--- src/rtl/ula_pkg.sv ---
// ula_pkg: shared definitions for the ALU command-issue stage.
//   - ULA_N      : operand/result width of the attached ALU.
//   - OP_*       : ALU opcode encodings.
//   - estado_t   : issue FSM states.
//   - comando_t  : one queued command {a, b, op}; this is the FIFO word layout.
package ula_pkg;

    localparam int ULA_N = 8;

    localparam logic [2:0] OP_SOMA  = 3'b000;
    localparam logic [2:0] OP_SUB   = 3'b001;
    localparam logic [2:0] OP_AND   = 3'b010;
    localparam logic [2:0] OP_OR    = 3'b011;
    localparam logic [2:0] OP_XOR   = 3'b100;
    localparam logic [2:0] OP_NOT   = 3'b101;
    localparam logic [2:0] OP_IGUAL = 3'b110;
    localparam logic [2:0] OP_DIF   = 3'b111;

    typedef enum logic [1:0] {
        IDLE = 2'd0,
        WAIT = 2'd1,
        DONE = 2'd2
    } estado_t;

    typedef struct packed {
        logic [ULA_N-1:0] a;
        logic [ULA_N-1:0] b;
        logic [2:0]       op;
    } comando_t;

endpackage

--- src/rtl/fifo_comandos.sv ---
// fifo_comandos: DEPTH x W synchronous FIFO holding pending ALU commands.
// Ports:
//   clk, rst_n   : clock (rising edge), asynchronous active-low reset
//   push, din    : write request and data (ignored while full)
//   pop, dout    : read request (ignored while empty); dout shows the head word
//   full, empty  : occupancy flags
// Push and pop in the same cycle are both honoured. There is no bypass:
// a word written into an empty FIFO appears on dout on the following cycle.
module fifo_comandos #(
    parameter int W     = 19,
    parameter int DEPTH = 4
) (
    input  logic         clk,
    input  logic         rst_n,
    input  logic         push,
    input  logic [W-1:0] din,
    input  logic         pop,
    output logic [W-1:0] dout,
    output logic         full,
    output logic         empty
);
    localparam int AW = $clog2(DEPTH);

    // Pointers carry one extra wrap bit so full and empty can be told apart
    // when the index bits are equal.
    logic [AW:0]  wr_ptr;
    logic [AW:0]  rd_ptr;
    logic [W-1:0] mem [DEPTH];

    logic do_push;
    logic do_pop;

    assign empty   = (wr_ptr == rd_ptr);
    assign full    = (wr_ptr[AW] != rd_ptr[AW]) && (wr_ptr[AW-1:0] == rd_ptr[AW-1:0]);
    assign do_push = push && !full;
    assign do_pop  = pop && !empty;
    assign dout    = mem[rd_ptr[AW-1:0]];

    always_ff @(posedge clk or negedge rst_n) begin
        if (!rst_n) begin
            wr_ptr <= '0;
            rd_ptr <= '0;
        end else begin
            if (do_push) wr_ptr <= wr_ptr + 1'b1;
            if (do_pop)  rd_ptr <= rd_ptr + 1'b1;
        end
    end

    // Storage needs no reset: the pointers define which entries are valid.
    always_ff @(posedge clk) begin
        if (do_push) mem[wr_ptr[AW-1:0]] <= din;
    end

endmodule

--- src/rtl/controlador_ula.sv ---
// controlador_ula: command-issue stage in front of the registered 8-bit ALU.
// Ports:
//   clk, rst_n                 : clock (rising edge), asynchronous active-low reset
//   cmd_valid/cmd_ready        : command handshake; cmd_a, cmd_b, cmd_op payload
//   alu_a, alu_b, alu_opcode   : operands/opcode driven to the ALU
//   alu_s, alu_flag            : ALU result and carry/borrow flag
//   res_valid/res_ready        : result handshake; res_s, res_flag, res_op payload
//   busy                       : FSM is not in IDLE
//   op_count [15:0]            : result handshake counter, present only when
//                                CONTROLADOR_ULA_CONTADOR_EN is defined
// Handshakes: a transfer happens on a rising edge where valid && ready; the
// sender keeps valid and payload stable until then, and res_* stays stable
// for as long as res_valid is high.
// N must equal ula_pkg::ULA_N, since the FIFO word is a comando_t.
module controlador_ula
    import ula_pkg::*;
#(
    parameter int N       = 8,
    parameter int DEPTH   = 4,
    parameter int ALU_LAT = 2
) (
    input  logic         clk,
    input  logic         rst_n,
    input  logic         cmd_valid,
    output logic         cmd_ready,
    input  logic [N-1:0] cmd_a,
    input  logic [N-1:0] cmd_b,
    input  logic [2:0]   cmd_op,
    output logic [N-1:0] alu_a,
    output logic [N-1:0] alu_b,
    output logic [2:0]   alu_opcode,
    input  logic [N-1:0] alu_s,
    input  logic         alu_flag,
    output logic         res_valid,
    input  logic         res_ready,
    output logic [N-1:0] res_s,
    output logic         res_flag,
    output logic [2:0]   res_op,
    output logic         busy
`ifdef CONTROLADOR_ULA_CONTADOR_EN
    ,
    output logic [15:0]  op_count
`endif
);
    localparam int CW = $clog2(ALU_LAT + 1);

    estado_t  state, state_n;
    logic [CW-1:0] cnt, cnt_n;

    comando_t cmd_in;
    comando_t head;
    logic     fifo_full;
    logic     fifo_empty;
    logic     push;
    logic     pop;

    logic [N-1:0] alu_a_n, alu_b_n, res_s_n;
    logic [2:0]   alu_opcode_n, res_op_n;
    logic         res_flag_n, res_valid_n;

    assign cmd_in    = '{a: cmd_a, b: cmd_b, op: cmd_op};
    assign cmd_ready = !fifo_full;
    assign push      = cmd_valid && cmd_ready;
    assign pop       = (state == IDLE) && !fifo_empty;
    assign busy      = (state != IDLE);

    fifo_comandos #(
        .W     ($bits(comando_t)),
        .DEPTH (DEPTH)
    ) u_fifo (
        .clk   (clk),
        .rst_n (rst_n),
        .push  (push),
        .din   (cmd_in),
        .pop   (pop),
        .dout  (head),
        .full  (fifo_full),
        .empty (fifo_empty)
    );

    always_ff @(posedge clk or negedge rst_n) begin
        if (!rst_n) begin
            state      <= IDLE;
            cnt        <= '0;
            alu_a      <= '0;
            alu_b      <= '0;
            alu_opcode <= '0;
            res_s      <= '0;
            res_flag   <= 1'b0;
            res_op     <= '0;
            res_valid  <= 1'b0;
        end else begin
            state      <= state_n;
            cnt        <= cnt_n;
            alu_a      <= alu_a_n;
            alu_b      <= alu_b_n;
            alu_opcode <= alu_opcode_n;
            res_s      <= res_s_n;
            res_flag   <= res_flag_n;
            res_op     <= res_op_n;
            res_valid  <= res_valid_n;
        end
    end

    always_comb begin
        state_n      = state;
        cnt_n        = cnt;
        alu_a_n      = alu_a;
        alu_b_n      = alu_b;
        alu_opcode_n = alu_opcode;
        res_s_n      = res_s;
        res_flag_n   = res_flag;
        res_op_n     = res_op;
        res_valid_n  = res_valid;

        case (state)
            IDLE: begin
                // The ALU operands only ever change here, so the ALU sees
                // one stable operand set for the whole WAIT window.
                if (!fifo_empty) begin
                    alu_a_n      = head.a;
                    alu_b_n      = head.b;
                    alu_opcode_n = head.op;
                    res_op_n     = head.op;
                    cnt_n        = '0;
                    state_n      = WAIT;
                end
            end
            WAIT: begin
                // By the edge where cnt == ALU_LAT the ALU output register has
                // held the result for this operand set for a full cycle.
                if (cnt == CW'(ALU_LAT)) begin
                    res_s_n     = alu_s;
                    res_flag_n  = alu_flag;
                    res_valid_n = 1'b1;
                    state_n     = DONE;
                end else begin
                    cnt_n = cnt + CW'(1);
                end
            end
            DONE: begin
                if (res_ready) begin
                    res_valid_n = 1'b0;
                    state_n     = IDLE;
                end
            end
            default: begin
                state_n = IDLE;
            end
        endcase
    end

`ifdef CONTROLADOR_ULA_CONTADOR_EN
    // Wraps naturally from 16'hFFFF to 0.
    always_ff @(posedge clk or negedge rst_n) begin
        if (!rst_n) begin
            op_count <= '0;
        end else if (res_valid && res_ready) begin
            op_count <= op_count + 16'd1;
        end
    end
`endif

endmodule

--- config.mk ---
export PLATFORM = sky130hd
export DESIGN_NAME = controlador_ula
export DESIGN_NICKNAME = d
export VERILOG_FILES = /design/src/rtl/ula_pkg.sv /design/src/rtl/fifo_comandos.sv /design/src/rtl/controlador_ula.sv
export SDC_FILE = /design/constraint.sdc
export NUM_CORES = 1
export LEC_CHECK = 0
export CAP_MARGIN = 20
export CORE_MARGIN = 5
export CORE_UTILIZATION = 49
export CTS_CLUSTER_DIAMETER = 40
export DETAILED_ROUTE_END_ITERATION = 7
export PLACE_DENSITY_LB_ADDON = 0.08
export SLEW_MARGIN = 40
export SYNTH_ARGS = -nofsm -noshare
export SYNTH_HDL_FRONTEND = slang
export SYNTH_HIERARCHICAL = 1
export SYNTH_SLANG_ARGS = --single-unit
export TNS_END_PERCENT = 5
--- constraint.sdc ---
create_clock -name clk -period 2.2 [get_ports clk]
set_clock_uncertainty 0.2 [all_clocks]
set_input_delay 0.66 -clock clk [delete_from_list [all_inputs] [get_ports clk]]
set_output_delay 0.66 -clock clk [all_outputs]
set_load 0.02 [all_outputs]
==> impl_metrics.csv <==
group,metric,value,unit
drt,vias,2453,
floorplanning,fp.dieArea,11500,um^2
setup_path,crit_fanout,2,
global_route,gr-usage-all-layers,16.3,%
synthesis,ys_seq_area_share,70.0,%
cells_and_area,multi_input_area,1310,um^2
timing,hold_viol,0,
cells_and_area,diodes,0,
synthesis,synth_common_cells,"edfxtp_1, dfrtp_1, mux2_4, mux4_2",
timing,rsz0062_at_grt,"yes",
floorplanning,design.core.area,9240,um^2
setup_path,crit_path_frequent_cell,"inv_2",
timing,worst_pin_slew,0.642,ns
clocking,htree_levels,4,
timing,fin_hold_ws,0.296,ns
synthesis,yosys_warnings,6,
global_route,grt_overflow,0,
place,place_area,5610,um^2
setup_path,crit_arrival,1.46,ns
drt,first_iter_violations,126,
drt,drc,0,
drt,via_per_inst,5.09,
floorplanning,die_w,107,um
setup_path,crit_type,"flop to output pin",
synthesis,syn-num-nets,279,
cells_and_area,stdcell_area,6230,um^2
cells_and_area,syn2layout_area_growth,33.8,%
global_route,grt_pass1_vias,2575,
pwr,power.density,1610,nW/um^2
clocking,cts_tree,"built",
timing,finalWorstSetupSlack,-0.121,ns
timing,fin_tns_setup,-0.130,ns
floorplanning,rows,35,
floorplanning,pin_count,66,
synthesis,synth_flop_cell,"edfxtp_1",
clocking,insertion_delay,0.50,ns
timing,timing.final.crit_share,105,%
synthesis,syn_area,4650,um^2
setup_path,slowest_stage,"dfrtp_1",
cells_and_area,utilization,67.4,%
cells_and_area,fill_cells,649,
timing,drv_slew,0,
clocking,clk_pin_slew,0.06,ns
timing,clock.fmax,0.431,GHz
drt,antenna_left,0,
setup_path,ff2ff_path_depth,5,
clocking,clock-sinks,115,
worst_hold_path,hold_path.class,"flop to flop",
timing,timing.slew.headroom,57.1,%
drt,wl_per_cell,18.4,um
synthesis,synth_top_area_share,49.0,%
worst_hold_path,hold_depth,1,
setup_path,reg2reg_slack,0.03,ns
cells_and_area,regArea,3260,um^2
cells_and_area,nets,379,
setup_path,critPathBufInv,3,
setup_path,cpPeakStageDelay,0.41,ns
synthesis,synth_edf_count,76,
worst_hold_path,hold_start,"res_s[1]",
synthesis,synth_seq_cells,115,
synthesis,synthTopCellsByArea,"edfxtp_1, dfrtp_1, mux4_2",
setup_path,timing.rr.end,"alu_a[5]",
place,io_buffer_count,65,
drt,totalWireLength,8870,um
place,gp_congestion,0.736,
cells_and_area,drive_above_1_share,34.3,%
synthesis,synth_most_common_cell,"edfxtp_1",
global_route,grt_pass1_wl,13700,um
drt,firstDrtPassIters,4,
synthesis,yosysTopAreaCell,"edfxtp_1",
outcome,status,"finished, violations left",
synthesis,synthArstFlopShare,33.9,%
synthesis,yosysUniqueCellTypes,33,
pwr,p_leak,0.00243,uW
place,dp_slack,-0.307,ns
setup_path,crit_required,1.34,ns
synthesis,synthCells,240,
outcome,violations,"negative setup slack",
floorplanning,start_util,50.4,%
place,dpl.hpwl,5650,um
timing,period_minus_slack,2.32,ns
setup_path,critPathLaunchType,"flop",
setup_path,crit_chain,"xnor2_2 -> nand3_2 -> inv_2 -> inv_2 -> buf_6",
clocking,cts-root-buf,"clkbuf_8",
clocking,postCtsSetupBuffers,0,
setup_path,reg2reg_from,"u_fifo/rd_ptr[0]",
synthesis,synth.avg_cell_area,19.4,um^2
clocking,clockBufferDepth,2,
setup_path,critPathCaptureType,"output pin",
setup_path,worst_path_dominant_cell_family,"flip-flops",
clocking,numCtsBuffers,17,
flow_run,drv_cap,0,
timing,setup_viol,2,
global_route,antenna_found_initial,0,
global_route,grt_max_degree,24,
pwr,ir_worst_vdd,936,uV
floorplanning,die-height,107,um
worst_hold_path,worstHoldEndpoint,"res_s[1]",
[state kept, by name, summed over array words and instances, names as in the netlist]
name and cells:
alu_a 8, alu_b 8, cnt 2, res_flag 1
res_op 3, res_s 8, res_valid 1, state 2
u_fifo/mem 76, u_fifo/rd_ptr 3, u_fifo/wr_ptr 3
[cell usage in the layout, fill, tap and decap left out, drive strengths merged]
cell	count
nand3b	1
clkinvlp	3
nor3b	1
inv	10
ha	7
nand3	4
clkbuf	19
dfrtp	39
and2	4
dlygate4sd2	32
nand2	2
nor2b	1
nor2	4
a31oi	4
o2bb2ai	2
buf	28
clkinv	5
xor2	3
a21oi	6
or2	1
a21o	4
dlygate4sd3	1
nor3	3
mux2	28
edfxtp	76
bufinv	4
mux4	19
o21ai	4
clkdlybuf4s50	30
nand2b	2
and3	2
xnor2	4
[worst reg2reg max path: stages (launching register included)]
cell and delay (ns):
dfrtp_1 0.41, xnor2_2 0.17, buf_4 0.19, and3_4 0.23, nor2_4 0.50, mux2_4 0.36
[worst max-delay path by stage]
| stage | from | to | slack (ns) | cells after the start |
|---|---|---|---|---|
| finish | u_fifo/rd_ptr[0] | cmd_ready | -0.12 | 5 |
| global route | u_fifo/rd_ptr[0] | cmd_ready | -0.19 | 5 |
| CTS | u_fifo/wr_ptr[2] | cmd_ready | -0.19 | 5 |
| detailed placement | cmd_valid | u_fifo/mem[0][6] | -0.31 | 7 |
| global placement | cmd_valid | u_fifo/mem[0][6] | -0.29 | 7 |
| floorplan | u_fifo/wr_ptr[0] | u_fifo/mem[0][0] | -0.03 | 8 |
[stage by stage]
step / total power (uW) / instances
6_report: 10000 / 482
5_1_grt: 10500 / 482
4_1_cts: 10000 / 481
3_5_place_dp: 7350 / 448
3_3_place_gp: 7300 / 448
2_1_floorplan: 5950 / 240
[area by class of cell]
cell class	instances	area share, %
clock inverters	13	2.93
repair buffers	91	13.7
clock buffers	19	6.93
inverters	9	0.542
flip-flops and latches	115	52.3
multi-input cells	106	21.0
well taps	129	2.59
[routing by layer]
layer	global-route usage, %	routed length (um)	vias up
met5	0	0	-
met1	20.8	3990	1255
met4	6.22	60	0
met3	5.70	427	5
li1	-	-	1131
met2	25.6	4390	62
[kinds of logic (layout without fill, tap and decap cells)]
kind of cell               after synthesis  after routing  share of synthesized area (%)
muxes                                   47             47                           17.5
and+or+nand+nor                         24             25                           3.23
AOI/OAI and AO/OA                       20             20                           2.93
adders and majority gates                7              7                           1.88
buffers and inverters                   20            132                           2.82
xor gates and xnor gates                 7              7                           1.64
DFF                                    115            115                           70.0
[power breakdown]
part           internal (uW)  total (uW)  switching, uW
Clock                   1860        2800            933
Combinational           1960        3880           1920
Sequential              3050        3330            283
[timing repair]
action,in CTS,in global routing
resized for setup,46,4
gates cloned,0,1
endpoints found under the setup margin,36,62
hold buffers,1,0
endpoints found under the hold margin,10,0
pin swaps,3,4
Note: power is estimated with default switching activity, not from simulation.
